### config.mk
export PLATFORM = sky130hd
export DESIGN_NAME = oqpsk_frame_gen
export DESIGN_NICKNAME = d
export VERILOG_FILES = /design/src/rtl/oqpsk_frame_gen.sv
export SDC_FILE = /design/constraint.sdc
export NUM_CORES = 1
export LEC_CHECK = 0
export CAP_MARGIN = 25
export CORE_ASPECT_RATIO = 1.2
export CORE_MARGIN = 4
export CORE_UTILIZATION = 55
export DETAILED_ROUTE_END_ITERATION = 10
export PLACE_DENSITY = 0.74
export SLEW_MARGIN = 20
export SYNTH_ARGS = -nofsm -noshare
export SYNTH_HDL_FRONTEND = slang
export SYNTH_SLANG_ARGS = --single-unit
### constraint.sdc
create_clock -name CLK -period 2.6 [get_ports CLK]
set_clock_uncertainty 0.1 [all_clocks]
set_input_delay 0.78 -clock CLK [delete_from_list [all_inputs] [get_ports CLK]]
set_output_delay 0.78 -clock CLK [all_outputs]
set_load 0.05 [all_outputs]
### src/rtl/oqpsk_frame_gen.sv
`default_nettype none
// ============================================================================
//  Module      : oqpsk_frame_gen
//  Description : Serial frame generator for an OQPSK modulator. Emits a
//                1010... preamble, a 16-bit sync word and a whitened payload
//                fed byte-by-byte through a single holding register. Every
//                frame bit is held for BIT_DIV clock cycles.
//  Revision    : 1.0 - initial release
// ============================================================================
module oqpsk_frame_gen #(
    parameter int          PRE_LEN   = 32,
    parameter logic [15:0] SYNC_WORD = 16'hD391,
    parameter int          PAY_BYTES = 8,
    parameter int          BIT_DIV   = 16
) (
    input  logic       CLK,
    input  logic       RST,
    input  logic       Start,
    input  logic [7:0] DataIn,
    input  logic       DataValid,
    output logic       DataReady,
    output logic       BitOut,
    output logic       EN,
    output logic       Busy,
    output logic       Done,
    output logic       Underrun
);

    localparam int c_DIV_W    = (BIT_DIV > 1) ? $clog2(BIT_DIV) : 1;
    localparam int c_PAY_BITS = PAY_BYTES * 8;
    localparam int c_CNT_MAX  = (PRE_LEN > c_PAY_BITS) ?
                                ((PRE_LEN > 16) ? PRE_LEN : 16) :
                                ((c_PAY_BITS > 16) ? c_PAY_BITS : 16);
    localparam int c_CNT_W    = $clog2(c_CNT_MAX);

    localparam logic [c_DIV_W-1:0] c_DIV_LAST  = c_DIV_W'(BIT_DIV - 1);
    localparam logic [c_CNT_W-1:0] c_PRE_LAST  = c_CNT_W'(PRE_LEN - 1);
    localparam logic [c_CNT_W-1:0] c_SYNC_LAST = c_CNT_W'(15);
    localparam logic [c_CNT_W-1:0] c_PAY_LAST  = c_CNT_W'(c_PAY_BITS - 1);
    localparam logic [6:0]         c_LFSR_SEED = 7'h7F;

    localparam logic [1:0] c_ST_IDLE = 2'd0;
    localparam logic [1:0] c_ST_PRE  = 2'd1;
    localparam logic [1:0] c_ST_SYNC = 2'd2;
    localparam logic [1:0] c_ST_PAY  = 2'd3;

    logic [1:0]         r_state,     w_state_nxt;
    logic [c_DIV_W-1:0] r_div,       w_div_nxt;
    logic [c_CNT_W-1:0] r_cnt,       w_cnt_nxt;
    logic [6:0]         r_lfsr,      w_lfsr_nxt;
    logic [7:0]         r_shift,     w_shift_nxt;
    logic [7:0]         r_hold,      w_hold_nxt;
    logic               r_hold_full, w_hold_full_nxt;
    logic               r_bit,       w_bit_nxt;
    logic               r_en,        w_en_nxt;
    logic               r_done,      w_done_nxt;
    logic               r_ready,     w_ready_nxt;
    logic               r_underrun,  w_underrun_nxt;
    logic               r_busy;

    logic               w_wrap;
    logic               w_accept;
    logic [6:0]         w_lfsr_step;
    logic [7:0]         w_load_byte;
    logic [3:0]         w_sync_idx;

    assign w_wrap      = (r_div == c_DIV_LAST);
    assign w_accept    = DataValid & r_ready;
    assign w_lfsr_step = {r_lfsr[5:0], r_lfsr[6] ^ r_lfsr[3]};
    // An empty holding register at a byte boundary starves the shifter with zeros
    assign w_load_byte = r_hold_full ? r_hold : 8'h00;
    assign w_sync_idx  = 4'd14 - r_cnt[3:0];

    // Next-state and next-output computation; every output is registered
    always_comb begin
        w_state_nxt     = r_state;
        w_cnt_nxt       = r_cnt;
        w_lfsr_nxt      = r_lfsr;
        w_shift_nxt     = r_shift;
        w_bit_nxt       = r_bit;
        w_en_nxt        = r_en;
        w_done_nxt      = 1'b0;
        w_underrun_nxt  = r_underrun;
        w_hold_nxt      = w_accept ? DataIn : r_hold;
        w_hold_full_nxt = r_hold_full | w_accept;
        w_div_nxt       = (r_state == c_ST_IDLE || w_wrap) ? '0 : r_div + c_DIV_W'(1);

        case (r_state)
            c_ST_IDLE: begin
                if (Start) begin
                    w_state_nxt    = c_ST_PRE;
                    w_cnt_nxt      = '0;
                    w_bit_nxt      = 1'b1;
                    w_en_nxt       = 1'b1;
                    w_underrun_nxt = 1'b0;
                end
            end
            c_ST_PRE: begin
                if (w_wrap) begin
                    if (r_cnt == c_PRE_LAST) begin
                        w_state_nxt = c_ST_SYNC;
                        w_cnt_nxt   = '0;
                        w_bit_nxt   = SYNC_WORD[15];
                    end else begin
                        w_cnt_nxt = r_cnt + c_CNT_W'(1);
                        // bit index cnt+1 is odd exactly when cnt is even
                        w_bit_nxt = r_cnt[0];
                    end
                end
            end
            c_ST_SYNC: begin
                if (w_wrap) begin
                    if (r_cnt == c_SYNC_LAST) begin
                        // First payload byte boundary; LFSR restarts at the seed
                        w_state_nxt     = c_ST_PAY;
                        w_cnt_nxt       = '0;
                        w_lfsr_nxt      = c_LFSR_SEED;
                        w_bit_nxt       = w_load_byte[7] ^ c_LFSR_SEED[6];
                        w_shift_nxt     = {w_load_byte[6:0], 1'b0};
                        w_hold_full_nxt = w_accept;
                        w_underrun_nxt  = r_underrun | ~r_hold_full;
                    end else begin
                        w_cnt_nxt = r_cnt + c_CNT_W'(1);
                        w_bit_nxt = SYNC_WORD[w_sync_idx];
                    end
                end
            end
            c_ST_PAY: begin
                if (w_wrap) begin
                    if (r_cnt == c_PAY_LAST) begin
                        // End of frame: any byte still held is dropped
                        w_state_nxt     = c_ST_IDLE;
                        w_cnt_nxt       = '0;
                        w_bit_nxt       = 1'b0;
                        w_en_nxt        = 1'b0;
                        w_done_nxt      = 1'b1;
                        w_hold_full_nxt = 1'b0;
                    end else begin
                        w_cnt_nxt  = r_cnt + c_CNT_W'(1);
                        w_lfsr_nxt = w_lfsr_step;
                        if (r_cnt[2:0] == 3'd7) begin
                            w_bit_nxt       = w_load_byte[7] ^ w_lfsr_step[6];
                            w_shift_nxt     = {w_load_byte[6:0], 1'b0};
                            w_hold_full_nxt = w_accept;
                            w_underrun_nxt  = r_underrun | ~r_hold_full;
                        end else begin
                            w_bit_nxt   = r_shift[7] ^ w_lfsr_step[6];
                            w_shift_nxt = {r_shift[6:0], 1'b0};
                        end
                    end
                end
            end
            default: begin
                w_state_nxt = c_ST_IDLE;
                w_en_nxt    = 1'b0;
                w_bit_nxt   = 1'b0;
            end
        endcase

        w_ready_nxt = ((w_state_nxt == c_ST_SYNC) || (w_state_nxt == c_ST_PAY)) & ~w_hold_full_nxt;
    end

    // State and output registers with synchronous reset
    always_ff @(posedge CLK) begin
        if (RST) begin
            r_state     <= c_ST_IDLE;
            r_div       <= '0;
            r_cnt       <= '0;
            r_lfsr      <= c_LFSR_SEED;
            r_shift     <= 8'h00;
            r_hold      <= 8'h00;
            r_hold_full <= 1'b0;
            r_bit       <= 1'b0;
            r_en        <= 1'b0;
            r_busy      <= 1'b0;
            r_done      <= 1'b0;
            r_ready     <= 1'b0;
            r_underrun  <= 1'b0;
        end else begin
            r_state     <= w_state_nxt;
            r_div       <= w_div_nxt;
            r_cnt       <= w_cnt_nxt;
            r_lfsr      <= w_lfsr_nxt;
            r_shift     <= w_shift_nxt;
            r_hold      <= w_hold_nxt;
            r_hold_full <= w_hold_full_nxt;
            r_bit       <= w_bit_nxt;
            r_en        <= w_en_nxt;
            r_busy      <= (w_state_nxt != c_ST_IDLE);
            r_done      <= w_done_nxt;
            r_ready     <= w_ready_nxt;
            r_underrun  <= w_underrun_nxt;
        end
    end

    assign DataReady = r_ready;
    assign BitOut    = r_bit;
    assign EN        = r_en;
    assign Busy      = r_busy;
    assign Done      = r_done;
    assign Underrun  = r_underrun;

endmodule
`default_nettype wire

==> impl_metrics.ini <==
[die]
die-height_um = 75.1
io_pins = 18
die_w_um = 63.9
die_area_um2 = 4790
core_area_um2 = 3630
row_count = 24
start_util_pct = 56.7

[setup_path]
path_class = flip-flop to output port
end_kind = output port
slowest_stage = clkdlybuf4s50_1
cp_top_family = buffers and inverters
crit_path_start_kind = flip-flop
worstPathArrival_ns = 1.47
rrSetupSlack_ns = 0.46
cp_max_fo = 3
cp-startpoint = DataReady$_SDFF_PP0_
reg2reg_depth = 7
crit_cells = 1
rr_endpoint = BitOut$_SDFFE_PP0P_
cp-endpoint = DataReady
worst-path-buf-inv = 1
worstPathRequired_ns = 1.72
crit_chain = clkdlybuf4s50_1
timing.rr.start = r_cnt[1]$_SDFFE_PP0P_
max_stage_delay_ns = 0.81

[yosys]
synth-compound-area-share_pct = 18.6
ys_seq_area_share_pct = 39.8
synth_cells = 242
synth_area_per_cell_um2 = 8.52
synth-simple-area-share_pct = 25.2
synth.distinct_cells = 43
yosys.area.top_type = dfxtp_1
synthXorXnorAreaFrac_pct = 3.83
synth.top_cell.area_share_pct = 39.8
synth_top_family_by_area = simple AND/OR/NAND/NOR gates
synthAdderAreaFrac_pct = 4.25
post-synth-top-count-cell = dfxtp_1
synth_nets = 261
synth_mux_area_share_pct = 2.19
synth_edf_count = 0
ys_ff_latch = 41
synth-async-reset-ratio_pct = 0
syn_area_um2 = 2060
yosys_warnings = 0
yosys-top-cells-area = dfxtp_1 (40%), a21oi_1 (5.3%), a311oi_2 (5.1%)
synth_ff_type = dfxtp_1
yosys-top-cells-count = dfxtp_1 (41), nand2_1 (27), a21oi_1 (22), nor2_1 (22), nor3_1 (20)

[timing]
slew_headroom_pct = 64.0
hold_viol = 0
tightest_slew_ns = 0.540
max_freq_mhz = 426
period_share_pct = 90.3
tns_ns = 0
drv_slew = 0
finalSetupViolCount = 0
rsz0062_at_grt = false
fin_crit_ns = 2.35

[pwr]
internal_power_mw = 0.954
ir_drop_mv = 0.285
swShare_pct = 22.7
p_per_area_nw_per_um2 = 524
combinationalPowerShare_pct = 6.2
p_clk_share_pct = 42.0
p_leak_nw = 0.799
power_frac_seq_pct = 51.9
netSwitchingPower_mw = 0.281

[placed_design]
placed_area_um2 = 2240
hpwl_um = 2820
port_buffers = 17
place.gp.congestion = 0.873
dp_cells = 300

[cells_and_area]
nNetsFinal = 274
syn_to_final_growth_pct = 14.3
antenna_cells = 0
drive_above_1_share_pct = 11.3
fin_cells = 308
fin_area_um2 = 2360

[global_route]
grt_pass1_wl_um = 6740
grt_pass1_vias = 1509
grt_overflow_total = 0
antenna_found_initial = 0
grt_max_degree = 30
grtUsageTotal_pct = 17.7

[cts]
postCtsSetupBuffers = 0
clk_pin_slew_ns = 0.08
clock_sinks = 41
root_buffer = clkbuf_8
tritoncts = yes
ctsLongestPathBuffers = 2
cts_resized = 0
postCtsHoldBufs = 0
clk_latency_ns = 0.30
cts_made_buffers = 5
cts.htree.levels = 2

[detailed_routing]
met3WireLength_um = 175
dr_total_vias = 1729
drt-vias-per-instance = 5.61
drt_iter0_markers = 71
highest_layer = met4
wl_met1_um = 1960
first_pass_iters = 4
wl_per_cell_um = 13.0
wl_met2_um = 1790
final_antenna_net_count = 0
post-route-drc-count = 0
wl_um = 4000

[min_path]
min_path_type = flip-flop to flip-flop

[outcome]
outcome = finished, final reports clean

[run]
maxCapViolations = 0
worst reg2reg max path, stage by stage, from the launching register on:
cell      delay (ns)
dfxtp_1         0.49
ha_1            0.32
ha_1            0.38
nor2b_1         0.08
a31oi_1         0.17
xnor2_1         0.15
a31oi_1         0.14
a221oi_2        0.22
sequential cells by signal (all words and copies together) (netlist names), 2 cells and up:
register / cells
r_shift: 7
r_lfsr: 7
r_hold: 8
r_state: 2
r_cnt: 6
r_div: 4
worst min-delay path by stage:
stage                                      to  slack, ns  cells after the start                 from
after floorplan           r_div[0]$_SDFF_PP0_       0.32                      1  r_div[0]$_SDFF_PP0_
after global placement    r_div[0]$_SDFF_PP0_       0.33                      1  r_div[0]$_SDFF_PP0_
after detailed placement  r_div[0]$_SDFF_PP0_       0.34                      1  r_div[0]$_SDFF_PP0_
after CTS                 r_div[0]$_SDFF_PP0_       0.35                      1  r_div[0]$_SDFF_PP0_
after global routing      r_div[0]$_SDFF_PP0_       0.38                      1  r_div[0]$_SDFF_PP0_
final                     r_div[0]$_SDFF_PP0_       0.35                      1  r_div[0]$_SDFF_PP0_
logic make-up (layout without fill, tap and decap cells):
logic type	after synthesis	after routing
DFF	41	41
xor gates and xnor gates	9	9
and+or+nand+nor	105	105
muxes	4	4
AOI/OAI and AO/OA	51	51
adders and majority gates	7	7
buffers and inverters	25	39
metrics by stage:
| step | util, % | hold WS, ns | setup WS [ns] | total power, mW |
|---|---|---|---|---|
| 4_1_cts | 64.8 | 0.354 | 0.241 | 1.25 |
| 2_1_floorplan | - | 0.318 | 0.755 | 0.698 |
| 5_1_grt | 64.8 | 0.375 | 0.209 | 1.28 |
| 6_report | 64.8 | 0.351 | 0.251 | 1.24 |
| 3_5_place_dp | 61.7 | 0.339 | 0.355 | 0.732 |
| 3_3_place_gp | 61.7 | 0.328 | 0.408 | 0.731 |
area by class of cell:
class / instances / area (um2)
Multi-Input combinational cell: 176 / 1110
Timing Repair Buffer: 22 / 208
Tap cell: 52 / 65.1
Sequential cell: 41 / 821
Clock buffer: 5 / 68.8
Clock inverter: 3 / 46.3
Fill cell: 326 / 1280
Inverter: 9 / 33.8
power by group through the flow:
stage                     Sequential (mW)  Clock (mW)  Combinational, mW
final                               0.641       0.518             0.0763
after CTS                           0.641       0.530             0.0766
after global placement              0.655           0             0.0757
after detailed placement            0.655           0             0.0761
after global routing                0.642       0.552             0.0813
after floorplan                     0.665           0             0.0333
cells in the final DEF (no fill, tap or decap), types with 2 or more instances in the layout:
cell / count
dfxtp_1: 41
nand2_1: 27
nor2_1: 22
a21oi_1: 22
nor3_1: 20
clkdlybuf4s50_1: 17
nand3_1: 12
inv_1: 9
a311oi_2: 7
ha_1: 7
a22oi_1: 5
xnor2_1: 5
clkbuf_8: 5
buf_4: 5
nand4_1: 4
and2_1: 4
xor2_1: 4
and3_1: 3
o22ai_1: 3
nand2b_1: 3
a31oi_1: 3
mux2i_1: 2
o21ai_1: 2
o21ai_0: 2
nor4_1: 2
or3_1: 2
per-layer routing:
layer / up-vias / GRT usage [%]
li1: 883 / -
met1: 797 / 23.4
met2: 40 / 27.2
met3: 9 / 4.78
met4: 0 / 7.91
met5: - / 0
Note: power is estimated with default switching activity, not from simulation.
